File: src/rtl/sysbus_arb_pkg.sv
// Shared types and helpers for the Sysbus requester arbiter.
package sysbus_arb_pkg;

  typedef enum logic [1:0] {
    StIdle  = 2'd0,
    StAddr  = 2'd1,
    StWdata = 2'd2,
    StResp  = 2'd3
  } arb_state_e;

  // Value of the tag direction bit that marks a write transaction.
  localparam logic SYSBUS_WRITE = 1'b1;

  localparam int unsigned DEFAULT_TAG_WIDTH = 13;
  localparam int unsigned TAG_DIR_BIT       = DEFAULT_TAG_WIDTH - 1;

  function automatic int unsigned tag_dir_bit(input int unsigned tag_width);
    return tag_width - 1;
  endfunction

  function automatic int unsigned beat_cnt_width(input int unsigned resp_beats,
                                                 input int unsigned write_beats);
    int unsigned max_beats;
    max_beats = (resp_beats > write_beats) ? resp_beats : write_beats;
    return $clog2(max_beats + 1);
  endfunction

endpackage

File: src/rtl/sysbus_arbiter_if.sv
// Requester-side and bus-side Sysbus signals shared by the arbiter and its environment.
interface sysbus_arbiter_if #(
  parameter int unsigned BUS_DATA_WIDTH = 64,
  parameter int unsigned BUS_TAG_WIDTH  = 13,
  parameter int unsigned NUM_REQ        = 3
);

  logic [NUM_REQ-1:0]                rq_reqcyc;
  logic [NUM_REQ*BUS_DATA_WIDTH-1:0] rq_req;
  logic [NUM_REQ*BUS_TAG_WIDTH-1:0]  rq_reqtag;
  logic [NUM_REQ-1:0]                rq_reqack;
  logic [NUM_REQ-1:0]                rq_respcyc;
  logic [BUS_DATA_WIDTH-1:0]         rq_resp;
  logic [BUS_TAG_WIDTH-1:0]          rq_resptag;
  logic [NUM_REQ-1:0]                rq_respack;

  logic                              bus_reqcyc;
  logic [BUS_DATA_WIDTH-1:0]         bus_req;
  logic [BUS_TAG_WIDTH-1:0]          bus_reqtag;
  logic                              bus_reqack;
  logic                              bus_respcyc;
  logic [BUS_DATA_WIDTH-1:0]         bus_resp;
  logic [BUS_TAG_WIDTH-1:0]          bus_resptag;
  logic                              bus_respack;

  // Arbiter view.
  modport slave (
    input  rq_reqcyc, rq_req, rq_reqtag, rq_respack,
    input  bus_reqack, bus_respcyc, bus_resp, bus_resptag,
    output rq_reqack, rq_respcyc, rq_resp, rq_resptag,
    output bus_reqcyc, bus_req, bus_reqtag, bus_respack
  );

  // Requesters plus bus, seen from outside the arbiter.
  modport master (
    output rq_reqcyc, rq_req, rq_reqtag, rq_respack,
    output bus_reqack, bus_respcyc, bus_resp, bus_resptag,
    input  rq_reqack, rq_respcyc, rq_resp, rq_resptag,
    input  bus_reqcyc, bus_req, bus_reqtag, bus_respack
  );

endinterface

File: src/rtl/rr_arbiter.sv
// Combinational round-robin pick: first set request at or after the pointer, wrapping.
module rr_arbiter #(
  parameter int unsigned NUM_REQ   = 3,
  parameter int unsigned IDX_WIDTH = (NUM_REQ > 1) ? $clog2(NUM_REQ) : 1
) (
  input  logic [NUM_REQ-1:0]   req,
  input  logic [IDX_WIDTH-1:0] ptr,
  output logic [NUM_REQ-1:0]   winner,
  output logic [IDX_WIDTH-1:0] winner_idx,
  output logic                 valid
);

  int unsigned idx;

  always_comb begin
    winner     = '0;
    winner_idx = '0;
    valid      = 1'b0;
    idx        = 0;
    for (int unsigned k = 0; k < NUM_REQ; k++) begin
      idx = (32'(ptr) + k) % NUM_REQ;
      if (!valid && req[idx]) begin
        valid       = 1'b1;
        winner[idx] = 1'b1;
        winner_idx  = IDX_WIDTH'(idx);
      end
    end
  end

endmodule

File: src/rtl/sysbus_arbiter.sv
// Round-robin owner of the single Sysbus port; grant is held for a whole transaction and
// the grantee is muxed onto the bus with responses routed back to it alone.
module sysbus_arbiter
  import sysbus_arb_pkg::*;
#(
  parameter int unsigned BUS_DATA_WIDTH = 64,
  parameter int unsigned BUS_TAG_WIDTH  = 13,
  parameter int unsigned NUM_REQ        = 3,
  parameter int unsigned RESP_BEATS     = 8,
  parameter int unsigned WRITE_BEATS    = 8
) (
  input  logic               clk,
  input  logic               reset,
  sysbus_arbiter_if.slave    sb,
  output logic [NUM_REQ-1:0] grant,
  output logic               busy
);

  localparam int unsigned IdxWidth = (NUM_REQ > 1) ? $clog2(NUM_REQ) : 1;
  localparam int unsigned CntWidth = beat_cnt_width(RESP_BEATS, WRITE_BEATS);
  localparam int unsigned DirBit   = tag_dir_bit(BUS_TAG_WIDTH);

  arb_state_e            state_q, state_d;
  logic [NUM_REQ-1:0]    grant_q, grant_d;
  logic [IdxWidth-1:0]   gidx_q, gidx_d;
  logic [IdxWidth-1:0]   ptr_q, ptr_d;
  logic [CntWidth-1:0]   cnt_q, cnt_d;
  logic                  is_write_q, is_write_d;

  logic [NUM_REQ-1:0]    win_onehot;
  logic [IdxWidth-1:0]   win_idx;
  logic                  win_valid;
  logic [IdxWidth-1:0]   next_ptr;
  logic                  req_beat, resp_beat, done;

  logic [BUS_DATA_WIDTH-1:0] req_data [NUM_REQ];
  logic [BUS_TAG_WIDTH-1:0]  req_tag  [NUM_REQ];

  for (genvar i = 0; i < NUM_REQ; i++) begin : g_unpack
    assign req_data[i] = sb.rq_req[i*BUS_DATA_WIDTH +: BUS_DATA_WIDTH];
    assign req_tag[i]  = sb.rq_reqtag[i*BUS_TAG_WIDTH +: BUS_TAG_WIDTH];
  end

  rr_arbiter #(
    .NUM_REQ   (NUM_REQ),
    .IDX_WIDTH (IdxWidth)
  ) u_rr (
    .req        (sb.rq_reqcyc),
    .ptr        (ptr_q),
    .winner     (win_onehot),
    .winner_idx (win_idx),
    .valid      (win_valid)
  );

  assign next_ptr      = (gidx_q == IdxWidth'(NUM_REQ - 1)) ? '0 : gidx_q + 1'b1;
  assign sb.rq_resp    = sb.bus_resp;
  assign sb.rq_resptag = sb.bus_resptag;
  assign grant         = grant_q;
  assign busy          = (state_q != StIdle);

  always_comb begin
    state_d        = state_q;
    grant_d        = grant_q;
    gidx_d         = gidx_q;
    ptr_d          = ptr_q;
    cnt_d          = cnt_q;
    is_write_d     = is_write_q;
    sb.bus_reqcyc  = 1'b0;
    sb.bus_req     = '0;
    sb.bus_reqtag  = '0;
    sb.bus_respack = 1'b0;
    sb.rq_reqack   = '0;
    sb.rq_respcyc  = '0;
    done           = 1'b0;

    if (state_q != StIdle) begin
      sb.bus_reqcyc = sb.rq_reqcyc[gidx_q];
      sb.bus_req    = req_data[gidx_q];
      sb.bus_reqtag = req_tag[gidx_q];
      sb.rq_reqack  = grant_q & {NUM_REQ{sb.bus_reqack}};
      sb.rq_respcyc = grant_q & {NUM_REQ{sb.bus_respcyc}};
      // Response beats outside the response phase are left unacknowledged.
      if (state_q == StResp) sb.bus_respack = sb.rq_respack[gidx_q];
    end

    req_beat  = sb.bus_reqcyc & sb.bus_reqack;
    resp_beat = sb.bus_respcyc & sb.bus_respack;

    unique case (state_q)
      StIdle: begin
        if (win_valid) begin
          state_d    = StAddr;
          grant_d    = win_onehot;
          gidx_d     = win_idx;
          is_write_d = (req_tag[win_idx][DirBit] == SYSBUS_WRITE);
        end
      end
      StAddr: begin
        if (!sb.bus_reqcyc) begin
          done = 1'b1;
        end else if (req_beat) begin
          state_d = is_write_q ? StWdata : StResp;
          cnt_d   = '0;
        end
      end
      StWdata: begin
        if (req_beat) begin
          if (cnt_q == CntWidth'(WRITE_BEATS - 1)) done = 1'b1;
          else cnt_d = cnt_q + 1'b1;
        end
      end
      StResp: begin
        if (resp_beat) begin
          if (cnt_q == CntWidth'(RESP_BEATS - 1)) done = 1'b1;
          else cnt_d = cnt_q + 1'b1;
        end
      end
      default: state_d = StIdle;
    endcase

    if (done) begin
      state_d = StIdle;
      grant_d = '0;
      ptr_d   = next_ptr;
      cnt_d   = '0;
    end
  end

  always_ff @(posedge clk or posedge reset) begin
    if (reset) begin
      state_q    <= StIdle;
      grant_q    <= '0;
      gidx_q     <= '0;
      ptr_q      <= '0;
      cnt_q      <= '0;
      is_write_q <= 1'b0;
    end else begin
      state_q    <= state_d;
      grant_q    <= grant_d;
      gidx_q     <= gidx_d;
      ptr_q      <= ptr_d;
      cnt_q      <= cnt_d;
      is_write_q <= is_write_d;
    end
  end

endmodule
File: src/flat_wrapper.sv
// flat-port wrapper written by rule: the top's interface ports become plain ports
module sysbus_arbiter_flat import sysbus_arb_pkg::*;
#(
  parameter int unsigned BUS_DATA_WIDTH = 64,
  parameter int unsigned BUS_TAG_WIDTH  = 13,
  parameter int unsigned NUM_REQ        = 3,
  parameter int unsigned RESP_BEATS     = 8,
  parameter int unsigned WRITE_BEATS    = 8
)
  (clk, reset, grant, busy, sb_rq_reqcyc, sb_rq_req, sb_rq_reqtag, sb_rq_respack, sb_bus_reqack, sb_bus_respcyc, sb_bus_resp, sb_bus_resptag, sb_rq_reqack, sb_rq_respcyc, sb_rq_resp, sb_rq_resptag, sb_bus_reqcyc, sb_bus_req, sb_bus_reqtag, sb_bus_respack);
  sysbus_arbiter_if #(.BUS_DATA_WIDTH(BUS_DATA_WIDTH), .BUS_TAG_WIDTH(BUS_TAG_WIDTH), .NUM_REQ(NUM_REQ)) sb_i ();
  input  logic clk;
  input  logic reset;
  output logic [NUM_REQ-1:0] grant;
  output logic busy;
  input wire logic [$bits(sb_i.rq_reqcyc)-1:0] sb_rq_reqcyc;
  input wire logic [$bits(sb_i.rq_req)-1:0] sb_rq_req;
  input wire logic [$bits(sb_i.rq_reqtag)-1:0] sb_rq_reqtag;
  input wire logic [$bits(sb_i.rq_respack)-1:0] sb_rq_respack;
  input wire logic [$bits(sb_i.bus_reqack)-1:0] sb_bus_reqack;
  input wire logic [$bits(sb_i.bus_respcyc)-1:0] sb_bus_respcyc;
  input wire logic [$bits(sb_i.bus_resp)-1:0] sb_bus_resp;
  input wire logic [$bits(sb_i.bus_resptag)-1:0] sb_bus_resptag;
  output wire logic [$bits(sb_i.rq_reqack)-1:0] sb_rq_reqack;
  output wire logic [$bits(sb_i.rq_respcyc)-1:0] sb_rq_respcyc;
  output wire logic [$bits(sb_i.rq_resp)-1:0] sb_rq_resp;
  output wire logic [$bits(sb_i.rq_resptag)-1:0] sb_rq_resptag;
  output wire logic [$bits(sb_i.bus_reqcyc)-1:0] sb_bus_reqcyc;
  output wire logic [$bits(sb_i.bus_req)-1:0] sb_bus_req;
  output wire logic [$bits(sb_i.bus_reqtag)-1:0] sb_bus_reqtag;
  output wire logic [$bits(sb_i.bus_respack)-1:0] sb_bus_respack;
  assign sb_i.rq_reqcyc = sb_rq_reqcyc;
  assign sb_i.rq_req = sb_rq_req;
  assign sb_i.rq_reqtag = sb_rq_reqtag;
  assign sb_i.rq_respack = sb_rq_respack;
  assign sb_i.bus_reqack = sb_bus_reqack;
  assign sb_i.bus_respcyc = sb_bus_respcyc;
  assign sb_i.bus_resp = sb_bus_resp;
  assign sb_i.bus_resptag = sb_bus_resptag;
  assign sb_rq_reqack = sb_i.rq_reqack;
  assign sb_rq_respcyc = sb_i.rq_respcyc;
  assign sb_rq_resp = sb_i.rq_resp;
  assign sb_rq_resptag = sb_i.rq_resptag;
  assign sb_bus_reqcyc = sb_i.bus_reqcyc;
  assign sb_bus_req = sb_i.bus_req;
  assign sb_bus_reqtag = sb_i.bus_reqtag;
  assign sb_bus_respack = sb_i.bus_respack;
  sysbus_arbiter #(.BUS_DATA_WIDTH(BUS_DATA_WIDTH), .BUS_TAG_WIDTH(BUS_TAG_WIDTH), .NUM_REQ(NUM_REQ), .RESP_BEATS(RESP_BEATS), .WRITE_BEATS(WRITE_BEATS)) u_core (.clk(clk), .reset(reset), .sb(sb_i), .grant(grant), .busy(busy));
endmodule
File: config.mk
export PLATFORM = sky130hd
export DESIGN_NAME = sysbus_arbiter_flat
export DESIGN_NICKNAME = d
export VERILOG_FILES = /design/src/rtl/sysbus_arb_pkg.sv /design/src/rtl/sysbus_arbiter_if.sv /design/src/rtl/rr_arbiter.sv /design/src/rtl/sysbus_arbiter.sv /design/src/flat_wrapper.sv
export SDC_FILE = /design/constraint.sdc
export NUM_CORES = 1
export LEC_CHECK = 0
export ABC_AREA = 1
export CAP_MARGIN = 20
export CORE_AREA = 2 2 190 192
export CTS_BUF_LIST = sky130_fd_sc_hd__clkbuf_8
export DETAILED_ROUTE_END_ITERATION = 10
export DIE_AREA = 0 0 192 194
export PLACE_DENSITY = 0.4
export SLEW_MARGIN = 20
export SYNTH_ARGS = -nofsm -noshare
export SYNTH_HDL_FRONTEND = slang
export SYNTH_HIERARCHICAL = 1
export SYNTH_SLANG_ARGS = --single-unit
File: constraint.sdc
create_clock -name clk -period 2.5 [get_ports clk]
set_input_delay 0.5 -clock clk [delete_from_list [all_inputs] [get_ports clk]]
set_output_delay 0.5 -clock clk [all_outputs]
set_load 0.05 [all_outputs]
==> results.yml, run 1 <==
synth:
  netlist_instances: 762
  syn_area_um2: 3870
  yosysWarnings: 6
  synthesis.nets: 1085
  ys_seq_area_frac: 0.0905
  synth_ff_type: "dfrtp_1"
  synth_edf_count: 0
  yosysUniqueCellTypes: 30
  ys_ff_latch: 14
  async_reset_ff_frac: 1.00
  avgSynthCellArea_um2: 5.08
sta:
  max_freq_ghz: 0.431
  hold_ws_ns: 0.516
  fin_crit_sh: 0.929
  fin_crit_ns: 2.32
  hold_viol: 0
  grt_setup_unrepaired: "no"
  drv_slew: 0
  slew_headroom: 0.630
  fin_skew_ns: 0.00279
  worst_pin_slew_ns: 0.554
  setup_viol: 0
  tns_ns: 0
placed_design:
  post-dp-hpwl_mm: 16.7
  io_buffers: 329
  placed_area_um2: 7410
  place_congestion: 0.756
floorplan:
  die-area_um2: 37200
  start_util: 0.110
  dieWidth_um: 192
  fp.coreArea_um2: 35200
  io_pins: 484
  core.rowCount: 69
  die_h_um: 194
clock_tree:
  cts_root_buffer: "clkbuf_8"
  h-tree-depth: 1
  hold_buffers: 0
  cts_made_buffers: 3
  cts_tree: "done"
  clk_pin_slew_ns: 0.06
  cts_setup_buffers: 0
  clockBufferDepth: 2
  clk_latency_ns: 0.24
  cts_sinks: 14
critical_path:
  crit_path_top_delay_cell: "dfrtp_4"
  critPathLaunch: "u_core/gidx_q[0]$_DFFE_PP0P_"
  crit_fanout: 41
  reg2reg_from: "u_core/ptr_q[0]$_DFFE_PP0P_"
  cp.required_ns: 2.00
  cp_slowest_stage_delay_ns: 0.53
  r2r_slack_ns: 0.43
  cp-end-kind: "primary output"
  worstPathCellList: "nor2_4 -> buf_12 -> inv_1 -> o211ai_1 -> nand2_1 -> inv_1 -> buf_12"
  cp-start-kind: "flip-flop"
  arrival_ns: 1.82
  path_class: "flip-flop to primary output"
  ff2ff_path_depth: 11
  timing.rr.end: "u_core/grant[1]$_DFFE_PP0P_"
final_layout:
  area_growth_pct: 92.9
  layout_commonest_cell: "nand2_1"
  nets: 1312
  fin_area_um2: 7470
  final_util: 0.212
  mostFrequentLayoutCells: "282 x nand2_1, 243 x clkdlybuf4s50_1, 178 x nand3_1, 106 x inv_1, 55 x buf_4"
  drive_gt1_frac: 0.129
grt:
  grt_pass1_wl_mm: 30.7
  track_usage: 0.105
  grt_pass1_vias: 5391
  grt-ovfl-total: 0
  grt_start_max_net_pins: 52
  antenna_found_initial: 0
hold_path:
  holdCritStartpoint: "u_core/cnt_q[1]$_DFFE_PP0P_"
  hold_class: "flip-flop to flip-flop"
  holdPathEnd: "u_core/cnt_q[1]$_DFFE_PP0P_"
  holdPathStages: 2
drt:
  drc: 0
  vias: 5375
  vias_per_cell: 3.71
  antenna_left: 0
  drt_pass1_iterations: 4
  drtIter0Drc: 184
  routed_wl_mm: 20.7
  wl_per_cell_um: 14.3
power:
  peakVddDrop_mv: 0.387
  p_per_area_nw_per_um2: 813
  p_leak_uw: 0.00368
run:
  maxCapViolCount: 0
run_status:
  status: "complete, no violations"
## stage by stage
stage,std cells,setup WS (ns),power [µW]
2_1_floorplan,762,0.154,4020
6_report,1450,0.178,6070
3_3_place_gp,1445,0.147,5970
5_1_grt,1449,0.0209,6540
3_5_place_dp,1445,0.133,5940
4_1_cts,1449,0.0946,6140
## report_power, final
group | total, µW | internal (µW) | switching [µW]
clock network | 184 | 108 | 75.5
registers | 395 | 308 | 87.0
logic | 5490 | 2060 | 3430
## state kept, by name, indices dropped and copies added, names as in the netlist
| signal | count |
|---|---|
| u_core/cnt_q | 4 |
| u_core/gidx_q | 2 |
| u_core/grant | 3 |
| u_core/is_write_q | 1 |
| u_core/ptr_q | 2 |
| u_core/state_q | 2 |
## cell families after synthesis
group,share of synthesized area
and+or+nand+nor,0.547
buffers and inverters,0.308
AOI/OAI and AO/OA,0.0343
DFF,0.0905
adders and majority gates,0.0162
xor gates and xnor gates,0.00453
## worst max path at each step
stage,end,slack (ns)
2_1_floorplan,sb_rq_reqack[0],0.15
3_3_place_gp,u_core/grant[1]$_DFFE_PP0P_,0.15
3_5_place_dp,u_core/grant[1]$_DFFE_PP0P_,0.13
4_1_cts,sb_bus_reqtag[12],0.09
5_1_grt,sb_bus_reqtag[5],0.02
6_report,sb_bus_reqtag[12],0.18
## synth_stat cells (2+ instances only)
master / count / area (µm²)
buf_1: 6 / 22.5
buf_2: 11 / 55.1
buf_4: 78 / 586
clkbuf_1: 25 / 93.8
dfrtp_1: 14 / 350
ha_1: 5 / 62.6
inv_1: 105 / 394
inv_2: 10 / 37.5
nand2_1: 282 / 1060
nand2_2: 3 / 18.8
nand3_1: 178 / 891
nand3_2: 2 / 20.0
nor2_1: 7 / 26.3
nor2_2: 3 / 18.8
nor3_1: 6 / 30.0
o21ai_0: 5 / 25.0
o21ai_1: 8 / 40.0
xor2_1: 2 / 17.5
## cell type report
type / count / area, µm²
clock inverter: 1 / 3.75
inverter: 116 / 435
clock buffer: 3 / 41.3
multi-input combinational: 512 / 2340
sequential: 14 / 354
timing repair buffer: 342 / 3710
antenna: 1 / 2.50
tap: 461 / 577
fill: 4028 / 27800
## critical path, delay by kind of cell, from the launching register on
family / cells / cell delay (ns)
compound gates: 1 / 0.17
simple gates: 2 / 0.26
buf+inv: 4 / 0.61
flops: 1 / 0.53
## routing by layer
metal  share of wire  wire (µm)  track usage  vias up
met3            0.11       2180       0.0340       12
met4          0.0074        153      0.00820        0
met1            0.39       8040        0.119     2358
met2            0.50      10400        0.195      278
li1                -          -            -     2727
met5               0          0      0.00796        -
## repair_timing
| item | 4_1_cts | 5_1_grt |
|---|---|---|
| gates resized for setup | 0 | 3 |
| setup endpoints to repair | 0 | 5 |
| hold endpoints to repair | 0 | 0 |
Note: power is estimated with default switching activity, not from simulation.
==> run 2: changes to the inputs <==
Settings changed: CORE_AREA 2 2 190 192 to 2 2 186 188, DIE_AREA 0 0 192 194 to 0 0 188 190, HOLD_SLACK_MARGIN set to 0.08, SLEW_MARGIN 20 to unset, SYNTH_HIERARCHICAL 1 to unset.
==> results.yml, run 2 <==
run_status:
  status: "complete, no violations"
final_layout:
  layout_commonest_cell: "nand2_1"
  area_growth_pct: 118
  instances_no_fill: 1371
  top_register: "u_core.cnt_q"
  nets: 1240
  antennaDiodeCount: 0
  mostFrequentLayoutCells: "295 x nand2_1, 243 x clkdlybuf4s50_1, 100 x inv_1, 92 x buf_12, 57 x a22oi_1"
  drive_gt1_frac: 0.128
  fillers: 3799
  largest_register_ffs: 4
sta:
  grt_setup_unrepaired: "no"
  hold_viol: 0
  worst_pin_slew_ns: 0.575
  max_freq_ghz: 0.422
  setup_viol: 0
  fin_crit_ns: 2.37
  fin_skew_ns: 0.00133
  tns_ns: 0
  slew_headroom: 0.616
  drv_slew: 0
  fin_crit_sh: 0.949
synth:
  ys_seq_area_frac: 0.0979
  synthesis.nets: 1007
  async_reset_ff_frac: 1.00
  yosysUniqueCellTypes: 27
  netlist_instances: 684
  avgSynthCellArea_um2: 5.23
  synth_top_area_cell: "nand2_1"
  yosysWarnings: 0
  synth.most_common_cell: "nand2_1"
  syn_area_um2: 3580
  synth_edf_count: 0
  synth_ff_type: "dfrtp_1"
  ys_ff_latch: 14
  synth_commonest_cells: "295 x nand2_1, 100 x inv_1, 80 x buf_4"
  synth_top_area_frac: 0.309
  synth.area.top_cells: "nand2_1 31%, buf_4 17%, a22oi_1 12%"
critical_path:
  crit_fanout: 32
  crit_path_top_delay_cell: "dfrtp_2"
  crit_top_cell: "nand2_1"
  cp.depth: 7
  cp.required_ns: 2.00
  worst-path-buf-inv: 3
  arrival_ns: 1.87
  ff2ff_path_depth: 11
  worstPathCellList: "nor2_4 -> buf_4 -> a22oi_1 -> nand2_1 -> nand2_1 -> inv_1 -> buf_12"
  critPathLaunch: "u_core.gidx_q[0]$_DFFE_PP0P_"
  cp_slowest_stage_delay_ns: 0.47
  path_class: "flip-flop to primary output"
  critPathTopFamily: "buffers and inverters"
  cp-start-kind: "flip-flop"
  reg2reg_from: "u_core.ptr_q[0]$_DFFE_PP0N_"
  cp-end-kind: "primary output"
floorplan:
  fp.coreArea_um2: 33900
  die_h_um: 190
  dieWidth_um: 188
  die-area_um2: 35700
  io_pins: 484
  start_util: 0.105
  core.rowCount: 68
clock_tree:
  cts_sinks: 14
  cts_root_buffer: "clkbuf_8"
  cts_tree: "done"
  clk_latency_ns: 0.24
  clk_pin_slew_ns: 0.06
  clockBufferDepth: 2
  cts_made_buffers: 3
  cts_setup_buffers: 0
  hold_buffers: 0
  h-tree-depth: 1
placed_design:
  io_buffers: 329
  dp.cells: 1367
  post-dp-hpwl_mm: 16.1
  place_congestion: 0.763
hold_path:
  holdCritStartpoint: "u_core.is_write_q$_DFFE_PP0P_"
  holdPathStages: 2
  hold_class: "flip-flop to flip-flop"
drt:
  drt_pass1_iterations: 4
  vias_per_cell: 3.62
  wl_per_cell_um: 14.7
  routed_wl_mm: 20.1
  vias: 4957
  antenna_left: 0
  drc: 0
  drtIter0Drc: 178
power:
  p_leak_uw: 0.00382
  design_power_total_uw: 11700
  p_per_area_nw_per_um2: 1510
  peakVddDrop_mv: 0.789
grt:
  track_usage: 0.104
  grt_start_max_net_pins: 79
  grt_pass1_vias: 4943
  antenna_found_initial: 0
  grt-ovfl-total: 0
  grt_pass1_wl_mm: 29.2
run:
  maxCapViolCount: 0
[run 2: tightest hold or removal path, delay by kind of cell, from the launching register on]
kind | cells | cell delay (ns)
simple gates | 2 | 0.13
flops | 1 | 0.35
[run 2: area by class of cell]
cell class,count,area [µm²],area share
clock buffers,4,55.1,0.00707
inverters,108,405,0.0520
multi-input cells,453,2120,0.272
flip-flops and latches,14,353,0.0453
well taps,455,569,0.0731
repair buffers,337,4290,0.551
[run 2: logic make-up (layout without fill, tap and decap cells)]
kind of cell    count (synthesis)  after routing  synth area share
fa+ha+maj                       5              5            0.0175
buf+inv                       217            449             0.314
flops                          14             14            0.0979
compound gates                 73             73             0.144
simple gates                  375            375             0.427
[run 2: final timing paths]
kind | endpoint | slack, ns
worst min register to register | u_core.is_write_q$_DFFE_PP0P_ | 0.51
worst max register to register | u_core.is_write_q$_DFFE_PP0P_ | 0.40
min in group asynchronous | u_core.grant[0]$_DFFE_PP0P_ | 0.63
worst min-delay path | u_core.is_write_q$_DFFE_PP0P_ | 0.51
worst max-delay path | sb_bus_reqtag[2] | 0.13
max in group asynchronous | u_core.gidx_q[1]$_DFFE_PP0P_ | 1.46
[run 2: routing by layer]
metal	routed length, µm	GRT usage	vias to the layer above
met1	7810	0.118	2140
met4	712	0.0394	0
li1	-	-	2509
met3	1840	0.0291	50
met2	9750	0.185	258
met5	0	0	-
[run 2: what timing repair did]
action / in CTS / in global routing
gates resized for setup: 1 / 1
cloned: 0 / 0
endpoints found under the hold margin: 0 / 0
setup endpoints to repair: 1 / 11
[run 2: metrics by stage]
stage / cell area [µm²] / util / setup slack [ns] / hold slack (ns)
after global placement: 7730 / 0.228 / 0.184 / 0.500
after detailed placement: 7730 / 0.228 / 0.239 / 0.492
after floorplan: 3580 / - / 0.148 / 0.389
after global routing: 7790 / 0.229 / 0.0119 / 0.563
after CTS: 7790 / 0.229 / 0.0152 / 0.508
final: 7790 / 0.229 / 0.128 / 0.512
[run 2: power by group]
group / internal, µW / switching (µW)
sequential: 330 / 127
combinational: 4660 / 6420
clock: 139 / 77.4
